===== config.mk =====
export PLATFORM = sky130hd
export DESIGN_NAME = crc_ccitt_serial
export DESIGN_NICKNAME = d
export VERILOG_FILES = /design/src/rtl/crc_ccitt_serial.sv
export SDC_FILE = /design/constraint.sdc
export NUM_CORES = 1
export LEC_CHECK = 0
export ABC_AREA = 1
export CORE_UTILIZATION = 46
export CTS_CLUSTER_DIAMETER = 150
export DETAILED_ROUTE_END_ITERATION = 10
export PLACE_DENSITY_LB_ADDON = 0.15
export SYNTH_ARGS = -nofsm -noshare
export SYNTH_HDL_FRONTEND = slang
export SYNTH_SLANG_ARGS = --single-unit

===== constraint.sdc =====
create_clock -name clk -period 0.8 [get_ports clk]
set_input_delay 0.16 -clock clk [delete_from_list [all_inputs] [get_ports clk]]
set_output_delay 0.16 -clock clk [all_outputs]
set_load 0.01 [all_outputs]

===== src/rtl/crc_ccitt_serial.sv =====
// Bit-serial CRC-16/CCITT (poly 0x1021), MSB-first, non-reflected, no final XOR.
// Seed is a parameter: 16'h0000 gives XMODEM, 16'hFFFF gives CCITT-FALSE.
module crc_ccitt_serial #(
    parameter logic [15:0] init_value = 16'hFFFF
) (
    input  logic        clk,
    input  logic        reset,
    input  logic        enable,
    input  logic        init,
    input  logic        m,
    output logic [15:0] crc_out
);

    localparam int unsigned crc_w = 16;
    localparam logic [crc_w-1:0] poly = 16'h1021;

    logic               fb_c;
    logic [crc_w-1:0]   shifted_c;

    // One LFSR step: feedback is the outgoing MSB mixed with the message bit.
    always_comb begin
        fb_c      = crc_out[crc_w-1] ^ m;
        shifted_c = {crc_out[crc_w-2:0], 1'b0} ^ (fb_c ? poly : crc_w'(0));
    end

    always_ff @(posedge clk) begin
        if (reset) begin
            crc_out <= init_value;
        end else if (init) begin
            crc_out <= init_value;
        end else if (enable) begin
            crc_out <= shifted_c;
        end
    end

endmodule


==> results of run 1 <==
[cell families after synthesis]
family,synth area share
DFF,0.391
AOI/OAI and AO/OA,0.0214
buffers and inverters,0.200
and+or+nand+nor,0.387
[cell type report]
type | instances | area, sq um
Tap cell | 16 | 20.0
Multi-Input combinational cell | 56 | 362
Clock buffer | 3 | 22.5
Sequential cell | 16 | 340
Timing Repair Buffer | 43 | 404
Fill cell | 131 | 405
Inverter | 4 | 22.5
[worst max-delay path by stage]
stage	from	cells after the start	slack (ns)	endpoint
floorplan	crc_out[15]	5	0.01	crc_out[5]
global placement	enable	3	-0.37	crc_out[15]
detailed placement	reset	4	-0.39	crc_out[9]
CTS	crc_out[12]	1	-0.09	crc_out[12]
global route	crc_out[15]	1	-0.11	crc_out[15]
finish	crc_out[15]	1	-0.09	crc_out[15]
[routing by layer]
metal  part of all wire  wire length (um)  global-route usage
met5                  0                 0                   0
met4                  0                 0              0.0545
met3              0.024                40              0.0367
met2               0.52               877               0.347
met1               0.45               765               0.228
[cells in the final DEF, fill, tap and decap left out]
| cell | n |
|---|---|
| a21oi_1 | 2 |
| buf_2 | 1 |
| buf_4 | 18 |
| buf_6 | 20 |
| clkbuf_4 | 3 |
| dfxtp_2 | 16 |
| dlygate4sd2_1 | 3 |
| dlymetal6s2s_1 | 1 |
| inv_1 | 2 |
| inv_4 | 1 |
| inv_6 | 1 |
| nand2_1 | 19 |
| nand2_2 | 12 |
| nand2_4 | 1 |
| nand3_1 | 4 |
| nand3_2 | 14 |
| nand3b_1 | 2 |
| nor2_4 | 1 |
| o211ai_1 | 1 |
[what timing repair did]
action | CTS | global route
resized for setup | 104 | 9
gates cloned | 1 | 0
buffers inserted | 1 | 0
pin swaps | 0 | 1
endpoints found under the setup margin | 32 | 20
[report_power, final]
| group | switching [mW] | internal [mW] | total (mW) |
|---|---|---|---|
| clock | 0.232 | 0.174 | 0.406 |
| sequential | 0.0206 | 0.831 | 0.851 |
| combinational | 0.169 | 0.172 | 0.340 |
| total | 0.421 | 1.18 | 1.60 |
[per-stage QoR]
| stage | power, mW | cells | setup TNS (ns) | setup slack, ns |
|---|---|---|---|---|
| finish | 1.60 | 138 | -1.46 | -0.0869 |
| global route | 1.67 | 138 | -2.04 | -0.112 |
| CTS | 1.60 | 138 | -1.65 | -0.0931 |
| detailed placement | 1.17 | 133 | -9.07 | -0.386 |
| global placement | 1.16 | 133 | -8.71 | -0.371 |
| floorplan | 1.06 | 93 | 0 | 0.0108 |
==> impl_metrics.csv, run 1 <==
group,metric,value,unit
outcome,outcome,"finished, violations left",
outcome,failed_checks,"setup timing",
finish,layout-drive-gt1-share,0.721,
synth,yosys_warnings,0,
route,drt_first_iter_violations,14,
worst_setup_path,cp_top_family,"flip-flops",
synth,post-synth-top-count-cell,"nand2_1",
worst_setup_path,regToRegEndpoint,"crc_out[12]",
job,drv_cap,0,
placed_design,port-buffer-count,20,
die,fp.dieH,44.2,um
synth,syn_nets,98,
synth,synth_ff_type,"dfxtp_1",
grt,grt_max_degree,16,
synth,synthArstFlopShare,0,
cts,h-tree-depth,1,
worst_setup_path,worst-path-buf-inv,1,
worst_setup_path,worstPathRequired,0.64,ns
synth,syn_inst,93,
worst_setup_path,reg2reg_slack,-0.07,ns
worst_setup_path,arrival,0.73,ns
power_and_ir_drop,power.density,1360,nW/um^2
grt,grt_usage,0.192,
cts,clk_path_buf_depth,2,
timing,final_hold_viol_count,0,
synth,synth_edf_count,0,
finish,largest_reg_flops,16,
timing,rsz0062_at_grt,"true",
timing,fin_crit_sh,1.11,
route,drt-total-wl,1.68,mm
die,die_w,44.2,um
worst_setup_path,worstReg2RegStart,"crc_out[15]",
timing,fmax,1130,MHz
synth,synth_top_area_cell,"dfxtp_1",
cts,cts_tree,"built",
synth,synth_top_area_share,0.391,
grt,first_global_vias,669,
finish,top_register,"crc_out",
worst_setup_path,ff2ff_path_depth,6,
route,ant_nets,0,
grt,grt_overflow,0,
route,viasPerCell,5.01,
finish,syn_to_final_growth,43.1,%
finish,utilization,0.743,
hold_path,holdPathEnd,"crc_out[0]",
worst_setup_path,crit_path_start_kind,"register",
placed_design,dpl.hpwl,1.11,mm
synth,synth_area_leaders,"dfxtp_1 39%, nand3_2 13%, buf_4 12%",
hold_path,hold_depth,4,
grt,grt_pass1_wl,2.77,mm
worst_setup_path,cp-end-kind,"primary output",
timing,setup_violations,20,
synth,ys_seq_area_frac,0.391,
cts,clkLatencyLatePin,0.27,ns
timing,holdWs,0.331,ns
worst_setup_path,max_stage_delay,0.35,ns
cts,cts_buffers,3,
timing,maxSlewHeadroom,0.855,
worst_setup_path,cp_slowest_cell,"dfxtp_2",
route,firstDrtPassIters,6,
die,start_util,0.519,
finish,diodes,0,
power_and_ir_drop,ir_worst_vdd,0.956,mV
timing,maxSlewViolCount,0,
finish,layout.nets,129,
grt,antenna_found_initial,0,
synth,netlist_area,818,sq um
timing,setup_ws,-0.0869,ns
timing,clock_skew,0.00359,ns
synth,ys_ff_latch,16,
die,io_pins,21,
route,vias,691,
route,drt-wirelength-per-cell,12.2,um
cts,holdBufCountCts,0,
power_and_ir_drop,total_leakage_power,0.554,nW
placed_design,placed_cell_area,1050,sq um
die,dieArea,1950,sq um
timing,worstMarginPinSlew,0.218,ns
cts,clkTransAtPathRegs,0.09,ns
finish,fin_area,1170,sq um
synth,synth_cell_types,14,
route,drcViolationCount,0,
synth,netlist_top_cells_count,"22 x nand2_1, 16 x dfxtp_1, 13 x buf_4",
cts,numClockSinks,16,
worst_setup_path,criticalPathCategory,"reg2out",
synth,syn_area_per_cell,8.80,sq um
die,core,1580,sq um
placed_design,gp_congestion,0.688,
hold_path,worstHoldStart,"m",
timing,finalCriticalPeriod,0.887,ns
cts,cts-root-buf,"clkbuf_4",
worst_setup_path,path_max_fanout,2,
die,row_count,14,
worst_setup_path,crit_chain,"buf_6",
hold_path,worstHoldPathType,"in2reg",
finish,reg.largest.list,"crc_out (16)",
(Power assumes the default switching activity.)
==> run 2, diff against run 1 <==
--- a/config.mk
+++ b/config.mk
@@ -6,9 +6,10 @@
 export NUM_CORES = 1
 export LEC_CHECK = 0
 export ABC_AREA = 1
-export CORE_UTILIZATION = 46
+export CORE_UTILIZATION = 59
 export CTS_CLUSTER_DIAMETER = 150
 export DETAILED_ROUTE_END_ITERATION = 10
+export DONT_BUFFER_PORTS = 1
 export PLACE_DENSITY_LB_ADDON = 0.15
 export SYNTH_ARGS = -nofsm -noshare
 export SYNTH_HDL_FRONTEND = slang
==> impl_metrics.csv, run 2 (same netlist as run 1, synthesis figures left out) <==
group,metric,value,unit
timing,finalCriticalPeriod,0.920,ns
hold_path,worstHoldStart,"enable",
worst_setup_path,max_stage_delay,0.37,ns
die,io_pins,21,
route,vias,570,
timing,setup_ws,-0.120,ns
power_and_ir_drop,ir_worst_vdd,1.08,mV
timing,maxSlewHeadroom,0.742,
worst_setup_path,worstReg2RegStart,"crc_out[15]",
finish,layout_common_cells,"20 x nand2_1, 12 x nand2_2, 12 x dfxtp_4",
finish,layout-drive-gt1-share,0.584,
worst_setup_path,cp_slowest_cell,"dfxtp_2",
worst_setup_path,criticalPathCategory,"reg2out",
finish,layout.nets,95,
timing,setup_tns,-0.706,ns
worst_setup_path,path_max_fanout,4,
worst_setup_path,cp_top_family,"flip-flops",
route,drcViolationCount,0,
finish,syn_to_final_growth,7.65,%
worst_setup_path,crit_start,"crc_out[15]",
cts,clkLatencyLatePin,0.28,ns
timing,setup_violations,19,
route,viasPerCell,5.48,
die,die_w,39.2,um
cts,cts_buffers,3,
cts,clkTransAtPathRegs,0.09,ns
worst_setup_path,arrival,0.76,ns
route,drt-total-wl,1.45,mm
grt,grt_overflow,0,
finish,final_common_cell,"nand2_1",
grt,grt_pass1_wl,2.23,mm
grt,first_global_vias,505,
worst_setup_path,crit_chain,"buf_6",
finish,fin_area,881,sq um
timing,maxSlewViolCount,0,
worst_setup_path,worst-path-buf-inv,1,
die,dieArea,1540,sq um
timing,clock_skew,0.00253,ns
placed_design,dpl.hpwl,874,um
timing,worstMarginPinSlew,0.388,ns
hold_path,worstHoldPathType,"in2reg",
route,firstDrtPassIters,4,
cts,numClockSinks,16,
placed_design,placed_cell_area,742,sq um
worst_setup_path,crit_path_start_kind,"register",
route,drt-wirelength-per-cell,14.0,um
die,core,1300,sq um
timing,fmax,1090,MHz
timing,fin_crit_sh,1.15,
finish,fillers,100,
route,drt_first_iter_violations,12,
outcome,outcome,"finished, violations left",
grt,grt_max_degree,16,
cts,cts-root-buf,"clkbuf_4",
placed_design,gp_congestion,0.802,
power_and_ir_drop,total_leakage_power,0.378,nW
worst_setup_path,worstPathRequired,0.64,ns
placed_design,port-buffer-count,0,
finish,largest_reg_flops,16,
finish,multi_input_comb_area,339,sq um
outcome,failed_checks,"setup timing",
die,fp.dieH,39.2,um
finish,reg.largest.list,"crc_out (16)",
cts,cts_tree,"built",
power_and_ir_drop,power.density,1770,nW/um^2
route,ant_nets,0,
timing,final_hold_viol_count,0,
die,start_util,0.629,
finish,seqCellArea,370,sq um
worst_setup_path,cp-end-kind,"primary output",
grt,antenna_found_initial,0,
cts,clk_path_buf_depth,2,
die,row_count,13,
finish,top_register,"crc_out",
timing,rsz0062_at_grt,"true",
cts,h-tree-depth,1,
finish,instances_no_fill,104,
job,drv_cap,0,
grt,grt_usage,0.222,
finish,diodes,0,
placed_design,dp_cells,96,
## run 2: cell types whose count changed in the layout (fill, tap and decap cells not counted), moves of 3 or more
cell,previous run,this run
buf_4,18,3
buf_6,20,3
dfxtp_2,16,4
dfxtp_4,0,12
dlygate4sd2_1,3,0
nand3_1,4,7
nand3_2,14,11
## run 2: what timing repair did
action / in CTS / in global routing
resized for setup: 31 / 2
endpoints found under the hold margin: 10 / 2
hold buffers: 1 / 1
pin swaps: 0 / 0
endpoints found under the setup margin: 18 / 29
setup buffers: 2 / 0
## run 2: path summary, 6_finish.rpt
check                              endpoint  slack [ns]  depth (start not counted)
worst min register to register  crc_out[10]        0.50                          2
worst max-delay path            crc_out[15]       -0.12                          1
worst min-delay path            crc_out[15]       0.009                          2
worst max register to register   crc_out[5]       -0.07                          5
## run 2: layout make-up
class,count,share of cell area
Tap cell,15,0.0213
Clock buffer,4,0.0412
Multi-Input combinational cell,56,0.385
Inverter,4,0.0199
Sequential cell,16,0.420
Timing Repair Buffer,9,0.112
## run 2: where the power goes
part,switching [mW],total (mW),internal (mW)
clock,0.251,0.528,0.277
sequential,0.0394,0.842,0.802
combinational,0.106,0.189,0.0822
## run 2: metal layers
| layer | wire length, um | up-vias | global-route usage |
|---|---|---|---|
| met2 | 709 | 26 | 0.363 |
| met5 | 0 | - | 0 |
| li1 | - | 283 | - |
| met3 | 77 | 2 | 0.0636 |
| met1 | 649 | 259 | 0.264 |
| met4 | 15 | 0 | 0.103 |
## run 2: worst reg2reg max path: stages (launching register included)
cell     delay (ns)
dfxtp_2        0.37
inv_1          0.10
nand2_2        0.09
nand3_1        0.07
nand3_1        0.08
nand2_1        0.05
## run 2: through the flow
step	power, mW	hold WS [ns]	setup WS [ns]	utilization
3_3_place_gp	1.04	0.285	0.0123	0.570
5_1_grt	1.64	0.00424	-0.152	0.677
2_1_floorplan	1.06	0.269	0.0108	-
4_1_cts	1.57	0.000161	-0.115	0.665
3_5_place_dp	1.04	0.293	-0.0272	0.570
6_report	1.56	0.00893	-0.120	0.677
